<file path="config.mk">
export PLATFORM = sky130hd
export DESIGN_NAME = basic_toggle_deserializer
export DESIGN_NICKNAME = d
export VERILOG_FILES = /design/src/rtl/basic_toggle_deserializer.sv
export SDC_FILE = /design/constraint.sdc
export NUM_CORES = 1
export LEC_CHECK = 0
export ABC_AREA = 1
export CORE_MARGIN = 4
export CORE_UTILIZATION = 32
export CTS_BUF_LIST = sky130_fd_sc_hd__clkbuf_8
export DETAILED_ROUTE_END_ITERATION = 7
export SYNTH_ARGS = -nofsm -noshare
export SYNTH_HDL_FRONTEND = slang
export SYNTH_SLANG_ARGS = --single-unit
</file>
<file path="constraint.sdc">
create_clock -name clk -period 7.5 [get_ports clk]
set_clock_uncertainty 0.2 [all_clocks]
set_input_delay 2.25 -clock clk [delete_from_list [all_inputs] [get_ports clk]]
set_output_delay 2.25 -clock clk [all_outputs]
set_load 0.02 [all_outputs]
</file>
<file path="src/rtl/basic_toggle_deserializer.sv">
// basic_toggle_deserializer
// Recovers one bit per WINDOW-cycle slot from a toggle-encoded input,
// assembles WIDTH slots LSB-first into a word and queues completed words
// in a DEPTH-entry FIFO with a valid/ready read port. Sticky flags report
// slots that saw more than one toggle and words lost to a full FIFO.
module basic_toggle_deserializer #(
    parameter int WIDTH  = 8,
    parameter int WINDOW = 4,
    parameter int DEPTH  = 4
) (
    input  logic                     clk,
    input  logic                     rst_n,
    input  logic                     en,
    input  logic                     din,
    input  logic                     clear,
    output logic [WIDTH-1:0]         word,
    output logic                     word_valid,
    input  logic                     word_ready,
    output logic [$clog2(DEPTH):0]   level,
    output logic                     overflow,
    output logic                     collision
);

    localparam int CW = $clog2(WINDOW);
    localparam int BW = $clog2(WIDTH);
    localparam int AW = $clog2(DEPTH);

    localparam logic [CW-1:0] SLOT_LAST = CW'(WINDOW - 1);
    localparam logic [BW-1:0] BIT_LAST  = BW'(WIDTH - 1);
    localparam logic [AW:0]   FIFO_FULL = (AW+1)'(DEPTH);

    // Synchronizer and edge reference
    logic s1_q, s2_q, s3_q;
    logic pulse;

    // Slot framing and word assembly
    logic [CW-1:0]    slot_cnt_q, slot_cnt_d;
    logic [BW-1:0]    bit_cnt_q,  bit_cnt_d;
    logic             hit_q,      hit_d;
    logic [WIDTH-1:0] shreg_q,    shreg_d;

    logic             slot_end;
    logic             slot_bit;
    logic             word_done;
    logic [WIDTH-1:0] full_word;

    // FIFO
    logic [WIDTH-1:0] mem_q [DEPTH];
    logic [AW:0]      wr_ptr_q, wr_ptr_d;
    logic [AW:0]      rd_ptr_q, rd_ptr_d;
    logic             fifo_full;
    logic             pop;
    logic             push_ok;

    // Flags
    logic overflow_q,  overflow_d;
    logic collision_q, collision_d;
    logic ovf_set;
    logic coll_set;

    // s3 always follows s2, so holding en low absorbs any idle-level change
    // instead of reporting it as a toggle once capture starts.
    assign pulse     = en & (s2_q ^ s3_q);
    assign slot_end  = en & (slot_cnt_q == SLOT_LAST);
    assign slot_bit  = hit_q | pulse;
    assign word_done = slot_end & (bit_cnt_q == BIT_LAST);
    assign full_word = shreg_q | ({{(WIDTH-1){1'b0}}, slot_bit} << bit_cnt_q);

    assign level      = wr_ptr_q - rd_ptr_q;
    assign fifo_full  = (level == FIFO_FULL);
    assign word_valid = (level != '0);
    assign word       = word_valid ? mem_q[rd_ptr_q[AW-1:0]] : '0;
    assign pop        = word_valid & word_ready;
    // A pop on the same edge frees the slot, so a push into a full FIFO is kept.
    assign push_ok    = word_done & (~fifo_full | pop);
    assign ovf_set    = word_done & fifo_full & ~pop;
    assign coll_set   = pulse & hit_q;

    assign overflow  = overflow_q;
    assign collision = collision_q;

    // Next-state for slot counter, bit counter, hit flag and shift register
    always_comb begin
        slot_cnt_d = slot_cnt_q;
        bit_cnt_d  = bit_cnt_q;
        hit_d      = hit_q;
        shreg_d    = shreg_q;
        if (!en) begin
            slot_cnt_d = '0;
            bit_cnt_d  = '0;
            hit_d      = 1'b0;
            shreg_d    = '0;
        end else if (slot_end) begin
            slot_cnt_d = '0;
            hit_d      = 1'b0;
            if (word_done) begin
                bit_cnt_d = '0;
                shreg_d   = '0;
            end else begin
                bit_cnt_d = bit_cnt_q + 1'b1;
                shreg_d   = full_word;
            end
        end else begin
            slot_cnt_d = slot_cnt_q + 1'b1;
            hit_d      = hit_q | pulse;
        end
    end

    // Next-state for FIFO pointers and sticky flags; a set beats clear
    always_comb begin
        wr_ptr_d    = wr_ptr_q;
        rd_ptr_d    = rd_ptr_q;
        overflow_d  = overflow_q;
        collision_d = collision_q;
        if (pop)
            rd_ptr_d = rd_ptr_q + 1'b1;
        if (push_ok)
            wr_ptr_d = wr_ptr_q + 1'b1;
        if (clear) begin
            overflow_d  = 1'b0;
            collision_d = 1'b0;
        end
        if (ovf_set)
            overflow_d = 1'b1;
        if (coll_set)
            collision_d = 1'b1;
    end

    // State registers with asynchronous active-low reset
    always_ff @(posedge clk or negedge rst_n) begin
        if (!rst_n) begin
            s1_q        <= 1'b0;
            s2_q        <= 1'b0;
            s3_q        <= 1'b0;
            slot_cnt_q  <= '0;
            bit_cnt_q   <= '0;
            hit_q       <= 1'b0;
            shreg_q     <= '0;
            wr_ptr_q    <= '0;
            rd_ptr_q    <= '0;
            overflow_q  <= 1'b0;
            collision_q <= 1'b0;
        end else begin
            s1_q        <= din;
            s2_q        <= s1_q;
            s3_q        <= s2_q;
            slot_cnt_q  <= slot_cnt_d;
            bit_cnt_q   <= bit_cnt_d;
            hit_q       <= hit_d;
            shreg_q     <= shreg_d;
            wr_ptr_q    <= wr_ptr_d;
            rd_ptr_q    <= rd_ptr_d;
            overflow_q  <= overflow_d;
            collision_q <= collision_d;
        end
    end

    // FIFO storage; contents are only visible through valid pointers
    always_ff @(posedge clk) begin
        if (push_ok)
            mem_q[wr_ptr_q[AW-1:0]] <= full_word;
    end

endmodule

</file>
==> results of run 1 <==
-- Yosys cell counts --
| library cell | number |
|---|---|
| a21oi_1 | 9 |
| buf_2 | 5 |
| inv_2 | 2 |
| dfrtp_1 | 25 |
| nor2_1 | 32 |
| xnor2_1 | 2 |
| nand2_1 | 41 |
| o21ai_1 | 15 |
| buf_6 | 1 |
| nand4_1 | 8 |
| fa_1 | 1 |
| nand3_2 | 1 |
| buf_4 | 3 |
| inv_1 | 45 |
| nand2_2 | 1 |
| nand3_1 | 10 |
| or2_4 | 1 |
| edfxtp_1 | 32 |
| o21ai_0 | 18 |
| ha_1 | 9 |
| xor2_1 | 4 |
| mux2i_1 | 1 |
| o22ai_1 | 3 |
-- logic make-up after synthesis --
family,share of synthesized area (%)
mux,0.378
simple gates,15.1
flops,60.0
buf+inv,8.89
xor+xnor,1.99
compound gates,8.66
fa+ha+maj,5.01
-- flip-flops by register name, indices dropped and copies added, names as in the netlist, 2 cells and up --
| name | flops |
|---|---|
| bit_cnt_q | 3 |
| rd_ptr_q | 3 |
| mem_q | 32 |
| slot_cnt_q | 2 |
| shreg_q | 8 |
| wr_ptr_q | 3 |
-- report_power, final --
group / internal, mW / total, mW / leakage, nW / switching [mW]
logic: 0.167 / 0.379 / 0.608 / 0.213
clock network: 0.183 / 0.303 / 0.102 / 0.119
registers: 0.340 / 0.376 / 0.628 / 0.0356
-- through the flow --
stage          power [mW]  utilization [%]  cell area, um2  hold WS, ns
3_3_place_gp        0.760             36.9            2910        0.136
4_1_cts              1.07             39.6            3120        0.152
6_report             1.06             39.6            3120        0.149
3_5_place_dp        0.767             36.9            2910        0.137
5_1_grt              1.13             39.6            3120        0.173
2_1_floorplan       0.628                -            2650        0.131
-- critical path, stage by stage, from the launching register on --
cell and delay, ns:
dfrtp_1 0.72, ha_1 0.29, fa_1 0.44, nand2_1 0.09, inv_1 0.05, nand3_2 0.21, nand2_1 0.09, inv_1 0.06
clkdlybuf4s50_1 0.59
-- cell type report --
type | instances | area, um2
Timing Repair Buffer | 20 | 198
Fill cell | 773 | 4770
Multi-Input combinational cell | 156 | 823
Clock buffer | 9 | 124
Inverter | 47 | 176
Clock inverter | 7 | 86.3
Tap cell | 102 | 128
Sequential cell | 57 | 1590
-- layout by cell type (no fill, tap or decap), drive strengths merged --
master          n
a21oi           9
buf             1
bufinv          2
clkbuf          9
clkdlybuf4s50  19
clkinv          2
clkinvlp        2
dfrtp          25
edfxtp         32
fa              1
ha              9
inv            48
mux2i           1
nand2          42
nand3          11
nand4           8
nor2           32
o21ai          33
o22ai           3
or2             1
xnor2           2
xor2            4
-- per-layer routing --
metal / routed length [um] / share of wire (%) / global-route usage [%] / vias to the layer above
met4: 78 / 1.6 / 6.09 / 0
met1: 2310 / 49 / 13.1 / 838
li1: - / - / - / 916
met5: 0 / 0 / 0 / -
met3: 146 / 3.1 / 2.83 / 7
met2: 2220 / 47 / 16.9 / 25
-- worst max-delay path by stage --
stage,to,from,cells past startpoint
final,word[7],rd_ptr_q[0],8
after global routing,word[7],rd_ptr_q[0],8
after CTS,word[7],rd_ptr_q[0],8
after detailed placement,word[7],rd_ptr_q[0],8
after global placement,word[4],rd_ptr_q[0],8
after floorplan,word[0],wr_ptr_q[0],9
==> out/results.ini, run 1 <==
[clock_tree]
clk_latency_ns=0.33
h-tree-depth=3
cts_setup_buffers=0
path_clk_slew_ns=0.06
cts-hold-fix-buffers=0
clockRootBuffer=clkbuf_8
cts_resized=0
cts_tree=yes
cts.path.max_buffers=2
clkSinkCount=57
tritoncts.num_buffers=9

[detailed_routing]
vias=1786
antenna_left=0
drtIter0Drc=56
wl_per_cell_um=11.9
drc=0
totalWireLength_mm=4.75
viasPerCell=4.49
first_pass_iters=4

[sta]
period_share_pct=71.2
slew_headroom_pct=39.7
worst_slack_ns=2.16
tns_ns=0
rsz0062_at_grt=false
hold_violations=0
period_needed_ns=5.34
setup_viol=0
tightest_slew_ns=0.901
clock.fmax_mhz=187
slew_violations=0

[final_layout]
antenna_cells=0
layoutNonFillerInstCount=398
fin_nets=307
synthToLayoutAreaGrowth_pct=18.0
drive_gt1_share_pct=6.42

[grt]
overflow=0
track_usage_pct=10.7
grt_antenna_before_repair=0
grt_max_degree=26
grt_pass1_vias=1743
grt_pass1_wl_mm=8.09

[setup_path]
worstPathMaxFanout=20
r2r-end=mem_q[3][4]
reg2reg_depth=7
cp-start-kind=flop
reg2reg_setup_slack_ns=4.28
end_kind=output pin
arrival_ns=2.89
critical_path_class=flop to output pin
crit_required_ns=5.05
r2r_start=rd_ptr_q[0]

[placement]
dp_cells=382
hpwl_mm=3.21
io_buffers=19
post-place-ws_ns=2.50
gp_congestion=0.747

[pwr]
ir_drop_mv=0.107
cellPowerDensity_nw_per_um2=339
leakagePower_nw=1.34

[die]
fp.dieH_um=98.9
rows=32
dieWidth_um=98.9
initial_core_util_pct=33.5
core-area_um2=7890
ioPinCount=20
die_area_um2=9780

[synth]
syn_inst=269
synth_warnings=0
syn_nets=285
ys_top_cells_by_area=edfxtp_1 36%, dfrtp_1 24%, inv_1 6.4%
synth_seq_cells=57
synth.top_cell.area_share_pct=36.3
yosysTopAreaCell=edfxtp_1
ys_seq_area_share_pct=60.0
ys_types=23
synth.avg_cell_area_um2=9.83
syn_area_um2=2650

[min_path]
hold_depth=0
hold_start=s1_q
min_to=s2_q
hp-class=flop to flop

[run_status]
status=complete, no violations

[flow_run]
maxCapViolCount=0

No activity file was read; power rests on OpenSTA's default activity.
==> inputs of run 2 (changes only) <==
clock period = 4.7 ns   (was 7.5 ns; I/O delays follow)
==> out/results.ini, run 2 (same netlist as run 1, synthesis figures left out) <==
[run_status]
status=complete, no violations  ; unchanged

[final_layout]
final_util_pct=39.9  ; was 39.6%
drive_gt1_share_pct=7.69  ; was 6.42%
fin_nets=310  ; was 307
fillers=766  ; was 773
layoutNonFillerInstCount=401  ; was 398
regArea_um2=1590  ; unchanged
synthToLayoutAreaGrowth_pct=18.9  ; was 18.0%
antenna_cells=0  ; unchanged
layout_commonest_cell=inv_1  ; unchanged
multiInputGateArea_um2=823  ; unchanged
layout_common_cells=46 x inv_1, 41 x nand2_1, 32 x nor2_1, 32 x edfxtp_1, 25 x dfrtp_1  ; unchanged
largest_reg_flops=32  ; unchanged

[die]
dieWidth_um=98.9  ; unchanged
ioPinCount=20  ; unchanged
fp.dieH_um=98.9  ; unchanged
initial_core_util_pct=33.5  ; unchanged
rows=32  ; unchanged
die_area_um2=9780  ; unchanged
core-area_um2=7890  ; unchanged

[clock_tree]
clk_latency_ns=0.33  ; about the same
tritoncts.num_buffers=9  ; unchanged
cts_setup_buffers=0  ; unchanged
clkSinkCount=57  ; unchanged
path_clk_slew_ns=0.06  ; about the same
h-tree-depth=3  ; unchanged
clockRootBuffer=clkbuf_8  ; unchanged
cts-hold-fix-buffers=0  ; unchanged
cts_tree=yes  ; unchanged
cts.path.max_buffers=2  ; unchanged
cts_resized=0  ; unchanged

[detailed_routing]
antenna_left=0  ; unchanged
drc=0  ; unchanged
first_pass_iters=4  ; unchanged
totalWireLength_mm=4.60  ; was 4.75 mm
viasPerCell=4.41  ; was 4.49
vias=1767  ; was 1786
drtIter0Drc=61  ; was 56
wl_per_cell_um=11.5  ; was 11.9 um

[setup_path]
reg2reg_depth=8  ; was 7
critical_path_class=flop to output pin  ; unchanged
arrival_ns=2.64  ; was 2.89 ns
end_kind=output pin  ; unchanged
cp-start-kind=flop  ; unchanged
crit_required_ns=3.09  ; was 5.05 ns
worstPathMaxFanout=19  ; was 20

[placement]
io_buffers=19  ; unchanged
dp_cells=385  ; was 382
gp_congestion=0.756  ; was 0.747
hpwl_mm=3.18  ; was 3.21 mm
post-place-ws_ns=0.738  ; was 2.50 ns

[grt]
grt_max_degree=26  ; unchanged
grt_pass1_vias=1676  ; was 1743
track_usage_pct=10.2  ; was 10.7%
grt_antenna_before_repair=0  ; unchanged
overflow=0  ; unchanged
grt_pass1_wl_mm=7.62  ; was 8.09 mm

[pwr]
leakagePower_nw=1.36  ; was 1.34 nW
ir_drop_mv=0.168  ; was 0.107 mV
cellPowerDensity_nw_per_um2=535  ; was 339 nW/um2
power_mw=1.68  ; was 1.06 mW

[sta]
period_needed_ns=4.25
slew_violations=0  ; unchanged
period_share_pct=90.3
slew_headroom_pct=45.6  ; was 39.7%
tightest_slew_ns=0.813  ; was 0.901 ns
setup_viol=0  ; unchanged
tns_ns=0  ; unchanged
hold_violations=0  ; unchanged
clock.fmax_mhz=236
worst_slack_ns=0.455  ; was 2.16 ns
rsz0062_at_grt=false  ; unchanged

[min_path]
hold_depth=0  ; unchanged
hp-class=flop to flop  ; unchanged

[flow_run]
maxCapViolCount=0  ; unchanged

## run 2: cell count changes in the layout (fill, tap and decap cells not counted), sizes merged
cell,change
buf,+3
clkinv,+2
clkinvlp,-2
## run 2: final timing paths
path	start	to	slack (ns)
hold reg to reg	s1_q	s2_q	0.15
hold / removal	s1_q	s2_q	0.15
setup reg to reg	wr_ptr_q[0]	mem_q[2][4]	1.79
setup / recovery	rd_ptr_q[1]	word[4]	0.45
min in group asynchronous	rst_n	shreg_q[7]	1.25
max in group asynchronous	rst_n	bit_cnt_q[2]	2.79
## run 2: worst max-delay path: stages (launching register included)
cell and delay [ns]:
dfrtp_1 0.70, fa_1 0.53, nand2_1 0.09, inv_1 0.05
nand3_2 0.20, nand2_1 0.08, inv_1 0.06, clkdlybuf4s50_1 0.59
## run 2: final cells by class
| cell class | count | share of cell area [%] |
|---|---|---|
| Multi-Input combinational cell | 156 | 26.2 |
| Timing Repair Buffer | 23 | 7.00 |
| Clock inverter | 7 | 2.75 |
| Tap cell | 102 | 4.06 |
| Sequential cell | 57 | 50.5 |
| Clock buffer | 9 | 3.94 |
| Inverter | 47 | 5.61 |
## run 2: where the power goes
| part | total (mW) | internal, mW | switching, mW |
|---|---|---|---|
| Combinational | 0.624 | 0.270 | 0.354 |
| Sequential | 0.580 | 0.544 | 0.0361 |
| Clock | 0.477 | 0.293 | 0.184 |
## run 2: per-stage QoR
step           area (um2)  hold slack (ns)
5_1_grt              3140            0.166
2_1_floorplan        2650            0.131
6_report             3140            0.152
4_1_cts              3140            0.157
3_3_place_gp         2930            0.136
3_5_place_dp         2930            0.143
## run 2: routing by layer
metal	routed length, um	vias to the layer above	track usage (%)
met1	2180	814	11.6
li1	-	923	-
met2	2160	22	16.7
met3	195	8	4.03
met4	61	0	5.04
met5	0	-	0
